### src/rtl/requant_stage.sv
// requant_stage
//   Three-stage requantizer sitting between the MAC array and the tanh LUT.
//   Each beat is processed as ((acc + bias) * mult, round-shifted right by
//   shift) + zp, and the result is saturated to a signed dataWidth value.
//
//   Stage map:
//     S1  sum  = acc + bias                      (accWidth+1 bits, exact)
//     S2  prod = sum * mult                      (signed, exact)
//     S3  r    = (prod + half) >>> shift         (round half toward +inf)
//         v    = clamp(r + zp)                   (registered output)
//
// Ports
//   clk_i        clock, rising edge
//   rst_i        synchronous active-high reset
//   cfg_load_i   capture cfg_mult_i / cfg_shift_i / cfg_zp_i (only when idle)
//   cfg_mult_i   signed scale
//   cfg_shift_i  unsigned right-shift amount
//   cfg_zp_i     signed output zero point
//   in_valid_i   / in_ready_o / in_acc_i / in_bias_i / in_last_i : input beat
//   out_valid_o  / out_ready_i / out_data_o / out_last_o           : output beat
//   sat_count_o  clipped outputs since reset or the last honoured cfg_load
//   busy_o       any stage holds a valid beat
//
// Handshake: a beat moves across an interface on a rising edge where
//   valid & ready are both high. The whole pipeline advances together
//   (en = !out_valid | out_ready); in_ready is en itself, so a producer
//   seeing in_ready low must hold its beat. The output beat is held
//   unchanged while out_valid & !out_ready.

module requant_stage #(
  parameter int accWidth   = 32,
  parameter int dataWidth  = 8,
  parameter int multWidth  = 16,
  parameter int shiftWidth = 5,
  parameter int cntWidth   = 16
) (
  input  logic                  clk_i,
  input  logic                  rst_i,
  input  logic                  cfg_load_i,
  input  logic [multWidth-1:0]  cfg_mult_i,
  input  logic [shiftWidth-1:0] cfg_shift_i,
  input  logic [dataWidth-1:0]  cfg_zp_i,
  input  logic                  in_valid_i,
  output logic                  in_ready_o,
  input  logic [accWidth-1:0]   in_acc_i,
  input  logic [accWidth-1:0]   in_bias_i,
  input  logic                  in_last_i,
  output logic                  out_valid_o,
  input  logic                  out_ready_i,
  output logic [dataWidth-1:0]  out_data_o,
  output logic                  out_last_o,
  output logic [cntWidth-1:0]   sat_count_o,
  output logic                  busy_o
);

  // Widths chosen so no intermediate can overflow.
  localparam int SUM_W  = accWidth + 1;
  localparam int PROD_W = SUM_W + multWidth;
  localparam int RND_W  = PROD_W + 1;
  localparam int V_W    = RND_W + 1;

  localparam logic signed [V_W-1:0] V_MAX = V_W'(2 ** (dataWidth - 1) - 1);
  localparam logic signed [V_W-1:0] V_MIN = ~V_MAX;

  // ---------------------------------------------------------------------
  // Configuration registers
  // ---------------------------------------------------------------------
  logic signed [multWidth-1:0] mult_q;
  logic [shiftWidth-1:0]       shift_q;
  logic signed [dataWidth-1:0] zp_q;

  // ---------------------------------------------------------------------
  // Pipeline registers
  // ---------------------------------------------------------------------
  logic                     s1_valid_q;
  logic signed [SUM_W-1:0]  s1_sum_q;
  logic                     s1_last_q;

  logic                     s2_valid_q;
  logic signed [PROD_W-1:0] s2_prod_q;
  logic                     s2_last_q;

  logic                     out_valid_q;
  logic [dataWidth-1:0]     out_data_q;
  logic                     out_last_q;
  logic [cntWidth-1:0]      sat_count_q;

  // ---------------------------------------------------------------------
  // Control
  // ---------------------------------------------------------------------
  logic en;
  logic busy;
  logic cfg_fire;

  assign en       = !out_valid_q || out_ready_i;
  assign busy     = s1_valid_q || s2_valid_q || out_valid_q;
  // Config only changes when nothing is in flight and nothing is being
  // offered, so every beat sees one consistent configuration.
  assign cfg_fire = cfg_load_i && !busy && !in_valid_i;

  // ---------------------------------------------------------------------
  // Datapath (next-state values)
  // ---------------------------------------------------------------------
  logic signed [SUM_W-1:0]  sum_d;
  logic signed [PROD_W-1:0] prod_d;
  logic signed [RND_W-1:0]  rnd_term;
  logic signed [RND_W-1:0]  rounded;
  logic signed [V_W-1:0]    v_full;
  logic [dataWidth-1:0]     data_d;
  logic                     clip_d;

  // S1: sign-extend both operands by one bit so the sum is exact.
  assign sum_d = SUM_W'($signed(in_acc_i)) + SUM_W'($signed(in_bias_i));

  // S2: full-precision signed product.
  assign prod_d = PROD_W'(s1_sum_q) * PROD_W'(mult_q);

  // S3: round-half-up right shift, zero point add, saturation.
  always_comb begin
    rnd_term = '0;
    if (shift_q != '0) begin
      rnd_term = RND_W'(1) <<< (shift_q - shiftWidth'(1));
    end
    // Arithmetic shift: large shifts collapse negatives to -1, positives to 0.
    rounded = (RND_W'(s2_prod_q) + rnd_term) >>> shift_q;
    v_full  = V_W'(rounded) + V_W'(zp_q);

    data_d = v_full[dataWidth-1:0];
    clip_d = 1'b0;
    if (v_full > V_MAX) begin
      data_d = V_MAX[dataWidth-1:0];
      clip_d = 1'b1;
    end else if (v_full < V_MIN) begin
      data_d = V_MIN[dataWidth-1:0];
      clip_d = 1'b1;
    end
  end

  // ---------------------------------------------------------------------
  // Sequential state
  // ---------------------------------------------------------------------
  always_ff @(posedge clk_i) begin
    if (rst_i) begin
      mult_q      <= multWidth'(1);
      shift_q     <= '0;
      zp_q        <= '0;
      s1_valid_q  <= 1'b0;
      s1_sum_q    <= '0;
      s1_last_q   <= 1'b0;
      s2_valid_q  <= 1'b0;
      s2_prod_q   <= '0;
      s2_last_q   <= 1'b0;
      out_valid_q <= 1'b0;
      out_data_q  <= '0;
      out_last_q  <= 1'b0;
      sat_count_q <= '0;
    end else begin
      if (cfg_fire) begin
        mult_q      <= $signed(cfg_mult_i);
        shift_q     <= cfg_shift_i;
        zp_q        <= $signed(cfg_zp_i);
        sat_count_q <= '0;
      end

      // Bubbles travel with the valid bits; payload registers only load
      // when a real beat arrives so stalled/empty slots keep their value.
      if (en) begin
        s1_valid_q  <= in_valid_i;
        s2_valid_q  <= s1_valid_q;
        out_valid_q <= s2_valid_q;

        if (in_valid_i) begin
          s1_sum_q  <= sum_d;
          s1_last_q <= in_last_i;
        end

        if (s1_valid_q) begin
          s2_prod_q <= prod_d;
          s2_last_q <= s1_last_q;
        end

        if (s2_valid_q) begin
          out_data_q <= data_d;
          out_last_q <= s2_last_q;
          // cfg_fire cannot coincide with this branch: it requires !busy.
          if (clip_d && (sat_count_q != '1)) begin
            sat_count_q <= sat_count_q + cntWidth'(1);
          end
        end
      end
    end
  end

  // ---------------------------------------------------------------------
  // Outputs
  // ---------------------------------------------------------------------
  assign in_ready_o  = en;
  assign out_valid_o = out_valid_q;
  assign out_data_o  = out_data_q;
  assign out_last_o  = out_last_q;
  assign sat_count_o = sat_count_q;
  assign busy_o      = busy;

endmodule
### config.mk
export PLATFORM = sky130hd
export DESIGN_NAME = requant_stage
export DESIGN_NICKNAME = d
export VERILOG_FILES = /design/src/rtl/requant_stage.sv
export SDC_FILE = /design/constraint.sdc
export NUM_CORES = 2
export LEC_CHECK = 0
export ABC_AREA = 0
export CORE_ASPECT_RATIO = 1.2
export CORE_MARGIN = 5
export CORE_UTILIZATION = 30
export DETAILED_ROUTE_END_ITERATION = 12
export GPL_TIMING_DRIVEN = 0
export MAX_ROUTING_LAYER = met4
export PLACE_DENSITY = 0.53
export SLEW_MARGIN = 10
export SYNTH_ARGS = -nofsm -noshare
export SYNTH_HDL_FRONTEND = slang
export SYNTH_SLANG_ARGS = --single-unit
### constraint.sdc
create_clock -name clk_i -period 9.1 [get_ports clk_i]
set_input_delay 1.365 -clock clk_i [delete_from_list [all_inputs] [get_ports clk_i]]
set_output_delay 1.365 -clock clk_i [all_outputs]
set_load 0.05 [all_outputs]
---- Word-level counts from Yosys, hierarchy flattened ----
Index checks and enable logic that the tools add are counted.
operators by class
  add/subtract/negate cells ............... 5
  multipliers ............................. 1
  $lt $le $gt $ge ......................... 2
  eq/ne operators ......................... 1
  shift operators ......................... 2
  muxes and demuxes ....................... 9
  reductions and logical operators ........ 13
operators with widths
  cell                                                             number
  2-to-1 mux 16 bit                                                4
  adder 50 x 8 -> 51 bit                                           1
  greater-than comparator 51 x 8 -> 1 bit (second input constant)  1
  < comparator 51 x 8 -> 1 bit (second input constant)             1
  adder 49 x 50 -> 50 bit                                          1
  2-to-1 mux 50 bit                                                1
  <<< shifter 2 x 5 -> 50 bit (first input constant)               1
  >>> shifter 50 x 5 -> 50 bit                                     1
  multiplier 33 x 16 -> 49 bit                                     1
  adder 32 x 32 -> 33 bit                                          1
  adder 16 x 1 -> 16 bit (second input constant)                   1
  2-to-1 mux 8 bit                                                 2
  inequality test 16 bit (second input constant)                   1
  AND reduction 2 bit                                              3
  nonzero test 5 bit                                               1
  subtractor 5 x 1 -> 5 bit (second input constant)                1
  logical AND 1 bit                                                3
  logical NOT 1 bit                                                3
  logical OR 1 bit                                                 3
  2-to-1 mux 1 bit                                                 2
storage, ports and cells
  flip-flop bits (word level) ............. 141
  input bits .............................. 99

---- Longest topological paths before layout ----
  word-level depth ........................ 13
  mapped depth ............................ 39

---- Worst setup path after synthesis ----
OpenSTA, ideal clock, no wires.
  path kind ............................... reg2reg
  from .................................... reg shift_q[2]
  to ...................................... reg sat_count_q[11] (netlist: sat_count_o[11])
  library setup time ...................... 0.120 ns
  arrival time ............................ 8.643 ns
  slack ................................... 0.338 ns
  cell stages (with the launch flop) ...... 40
  buffers on the path ..................... 9
  cells stage by stage .................... dfxtp_1 > clkbuf_1 > clkbuf_1 > clkbuf_1 > clkbuf_1 > buf_1 > nor3_1 > ha_1 > fa_1 > a211oi_1 > o21bai_1 > o2111ai_1 > and3_1 > clkbuf_1 > a211o_1 > and2_0 > clkbuf_1 > nor3_1 > (+4 left out) > a31oi_1 > mux2i_1 > ha_1 > buf_2 > nand3_2 > nor3_2 > nand3_2 > a21oi_1 > and4bb_2 > xnor2_1 > a2111oi_2 > nand4_1 > or4_4 > o211a_1 > or2_4 > buf_6 > and3_1 > a211o_1
on the way
  word-level cells in the longest chain between the ends .. 13
  elaborated cells on any way between the ends .. 15
ends and longest elaborated chain
  item                              RTL line  RTL
  start, declared                   69        logic [shiftWidth-1:0] shift_q;
  start signal, assigned            160       shift_q <= cfg_shift_i;
  subtractor 5 x 1 -> 5 bit         122       rnd_term = RND_W'(1) <<< (shift_q - shiftWidth'(1));
  <<< shifter 2 x 5 -> 50 bit       122
  2-to-1 mux 50 bit                 121       if (shift_q != '0) begin
  adder 49 x 50 -> 50 bit           125       rounded = (RND_W'(s2_prod_q) + rnd_term) >>> shift_q;
  >>> shifter 50 x 5 -> 50 bit (*)  125
  adder 50 x 8 -> 51 bit (*)        126       v_full = V_W'(rounded) + V_W'(zp_q);
  < comparator 51 x 8 -> 1 bit      133       end else if (v_full < V_MIN) begin
  2-to-1 mux 1 bit                  133
  2-to-1 mux 1 bit (*)              130       if (v_full > V_MAX) begin
  logical AND 1 bit (*)             186       if (clip_d && (sat_count_q != '1)) begin
  2-to-1 mux 16 bit (*)             186
  2-to-1 mux 16 bit (*)             182       if (s2_valid_q) begin
  2-to-1 mux 16 bit (*)             167       if (en) begin
  end signal, assigned              187       sat_count_q <= sat_count_q + cntWidth'(1);
  end, declared                     86        logic [cntWidth-1:0] sat_count_q;
Every way passes the cells marked *; elsewhere a longest branch is shown, timed or not.
A chain may end at the register's enable or synchronous reset.

---- Worst setup path after layout ----
  from .................................... reg shift_q[1]
  to ...................................... reg sat_count_q[11] (netlist: sat_count_o[11])
Same word-level chain as after synthesis.

==> summary.md <==
| Metric | Value |
|---|---|
| Status | finished clean |
| Root buf cell | clkbuf_16 |
| Slowest cell on the critical path | or4_4 |
| Antenna Violating Nets Remaining | 0 |
| Initial antenna violation count | 1 |
| DIE AREA | 119000 um^2 |
| FF+latch area | 2840 um^2 |
| Mapped Nets | 5080 |
| Clock buffer depth | 2 |
| Rows | 134 |
| Power per Cell Area | 88.7 nW/um^2 |
| Vias/cell | 5.19 |
| Critical path type | register to register |
| Final Hold Vio Count | 0 |
| EDFF count, synth | 0 |
| Post-route cell area | 38800 um^2 |
| Crit path DAT | 9220 ps |
| Slew headroom | 0.167 |
| # H-tree levels | 4 |
| CTS tree | built |
| GRT Overall Usage | 0.213 |
| Starting Density | 0.303 |
| Post-synthesis sequential area ratio | 0.0836 |
| Final period util | 0.972 |
| Vias in the first global route | 32048 |
| Synth Warn # | 0 |
| Worst-Margin Slew | 1250 ps |
| Hold WC Path Type | register to register |
| Final WL | 125 mm |
| Input/output buffers | 126 |
| Die H | 377 um |
| Mapped Area | 33700 um^2 |
| First-pass GRT wire length | 191 mm |
| Core Region | 111000 um^2 |
| Clock net sink count | 141 |
| Slew Viols, Final | 0 |
| Dpl cell area | 36900 um^2 |
| Final #Nets | 5246 |
| Synth unique cells | 103 |
| Max Cap Viol | 0 |
| Skew-Pair Late Insertion Delay | 490 ps |
| Crit Path Max Fanout | 10 |
| CP dominant cell by count | buf_4 |
| Die Span X | 316 um |
| Setup crit end kind | register |
| DR vias | 30714 |
| Min Tclk post-route | 8850 ps |
| Syn Inst Count | 4247 |
| Ys async rst share | 0 |
| Minimum hold slack | 457 ps |
| TritonCTS Buffers | 17 |
| # setup viols final | 0 |
| Critical path's largest stage delay | 580 ps |
| Dpl hpwl | 106 mm |
| Peak supply drop | 0.108 mV |
| FILL cells | 11909 |
| CP startpoint | shift_q[1] |
| Register bit total from synthesis | 141 |
| Largest net degree at the start of global routing | 40 |
| Crit path required time | 9470 ps |
| Clock skew | 21.4 ps |
| Startpoint types | register |
| GP Congestion | 0.994 |
| Ratio of cells with drive above 1 in the final layout | 0.0854 |
| Leakage | 0.0175 uW |
| Area of the multi-input gates | 28600 um^2 |
| Top FF cell, synth | dfxtp_1 |
| DRT iter0 DRCs | 1808 |
| Min-Delay Startpoint | out_last_o |
| Fmax | 113 MHz |
| DR DRC count | 0 |
| Grt ovf | 0 |
| DR WL/cell | 21.0 um |
| TritonRoute pass-1 iters | 5 |
| Mapped Avg Cell Area | 7.95 um^2 |
| Number of top-level pins | 127 |
| Clk slew on worst S/H paths | 70 ps |
| Worst r2r src | shift_q[1] |
| Hold buffer count at CTS | 0 |
| Area grow syn2layout | 14.9% |
[cells by family after synthesis]
logic type,after synthesis,share of synthesized area
fa+ha+maj,734,0.384
xor+xnor,145,0.0376
buf+inv,812,0.0924
mux,96,0.0308
simple gates,1474,0.207
compound gates,844,0.165
flops,141,0.0836
other cells,1,0.000111
[final cells by class]
class	count	area share
Multi-Input combinational cell	3294	0.738
Sequential cell	141	0.0733
Inverter	588	0.0571
Tap cell	1496	0.0483
Timing Repair Buffer	166	0.0408
Buffer	205	0.0265
Clock buffer	17	0.0110
Clock inverter	15	0.00507
Antenna cell	1	0.0000645
[what timing repair did]
action	4_1_cts	5_1_grt
cloned	0	1
setup endpoints to repair	27	28
buffers inserted	21	17
gates resized for setup	146	168
pin swaps	18	35
[placed cells by master, fill, tap and decap left out, types with 93 or more instances in the layout]
cell | Yosys | routed
a21oi_1 | 304 | 281
and2_1 | 190 | 190
clkbuf_1 | 182 | 119
clkdlybuf4s50_1 | 0 | 126
dfxtp_1 | 141 | 134
fa_1 | 503 | 502
ha_1 | 231 | 220
inv_1 | 584 | 583
nand2_1 | 679 | 672
nor2_1 | 219 | 211
o21ai_0 | 116 | 107
xnor2_1 | 97 | 93
[stage by stage]
stage | std cells | total power (uW) | setup slack, ps | TNS [ps] | utilization
5_1_grt | 5923 | 3680 | -8.63 | -8.63 | 0.348
4_1_cts | 5913 | 3420 | 12.5 | 0 | 0.342
6_report | 5923 | 3440 | 254 | 0 | 0.348
3_5_place_dp | 5870 | 2600 | -2480 | -54290 | 0.331
3_3_place_gp | 5869 | 2590 | -2910 | -63330 | 0.331
2_1_floorplan | 4247 | 1970 | 338 | 0 | -
[routing by layer]
layer	GRT usage	vias to the layer above	part of all wire
met5	-	-	0
met4	0.117	0	0.069
met3	0.0225	373	0.042
met2	0.375	942	0.50
met1	0.236	15106	0.39
li1	-	14293	-
[flip-flops by register name, summed over array words and instances, names as in the netlist]
signal / cells
s2_valid_q: 1
s1_valid_q: 1
out_valid_o: 1
zp_q: 8
out_last_o: 1
out_data_o: 8
mult_q: 16
s2_last_q: 1
s1_last_q: 1
s2_prod_q: 49
shift_q: 5
s1_sum_q: 33
sat_count_o: 16
[cells in the mapped netlist, types with 7 or more instances]
master      n  share of area
a211o_1    22         0.0057
a211oi_1   39         0.0087
a21boi_0    9         0.0020
a21o_1     88          0.020
a21oi_1   304          0.045
a21oi_2     7         0.0018
a221o_1     7         0.0021
a221oi_1    7         0.0018
a31oi_1    24         0.0044
and2_1    190          0.035
and3_1     39         0.0072
and4_1     12         0.0031
buf_1      21         0.0023
buf_2      12         0.0018
clkbuf_1  182          0.020
dfxtp_1   141          0.084
fa_1      503           0.30
ha_1      231          0.086
inv_1     584          0.065
mux2_2     24         0.0080
mux2i_1    68          0.020
nand2_1   679          0.076
nand2b_1   50         0.0093
nand3_1    69          0.010
nand4_1    39         0.0072
nor2_1    219          0.024
nor2b_1    27         0.0050
nor3_1     50         0.0074
nor3b_1    15         0.0033
nor4_1     13         0.0024
o211ai_1   31         0.0069
o21a_1     24         0.0053
o21ai_0   116          0.017
o21ai_1    13         0.0019
o21bai_1   23         0.0051
o221ai_1    7         0.0018
o22ai_1     9         0.0017
o31ai_1    14         0.0031
or2_2       9         0.0017
or3_1      25         0.0046
xnor2_1    97          0.025
xor2_1     48          0.012
[critical path, delay by kind of cell (launching register included)]
kind            cells  cell delay (ps)
mux                 2              340
buf+inv             9             1410
compound gates     15             3690
flops               1              410
fa+ha+maj           2              620
simple gates       11             2230
[power breakdown]
group | leakage, uW | total [uW] | internal, uW | switching [uW]
Clock | 0.000294 | 772 | 397 | 375
Sequential | 0.00115 | 760 | 661 | 99.1
Combinational | 0.0161 | 1910 | 727 | 1180
[final timing paths]
path                            cells past startpoint  slack, ps         endpoint
worst max-delay path                               39        250  sat_count_o[11]
worst min-delay path                                2        460       out_last_o
worst max register to register                     39        250  sat_count_o[11]
worst min register to register                      2        460       out_last_o
Power figures use the tool's default switching activity.
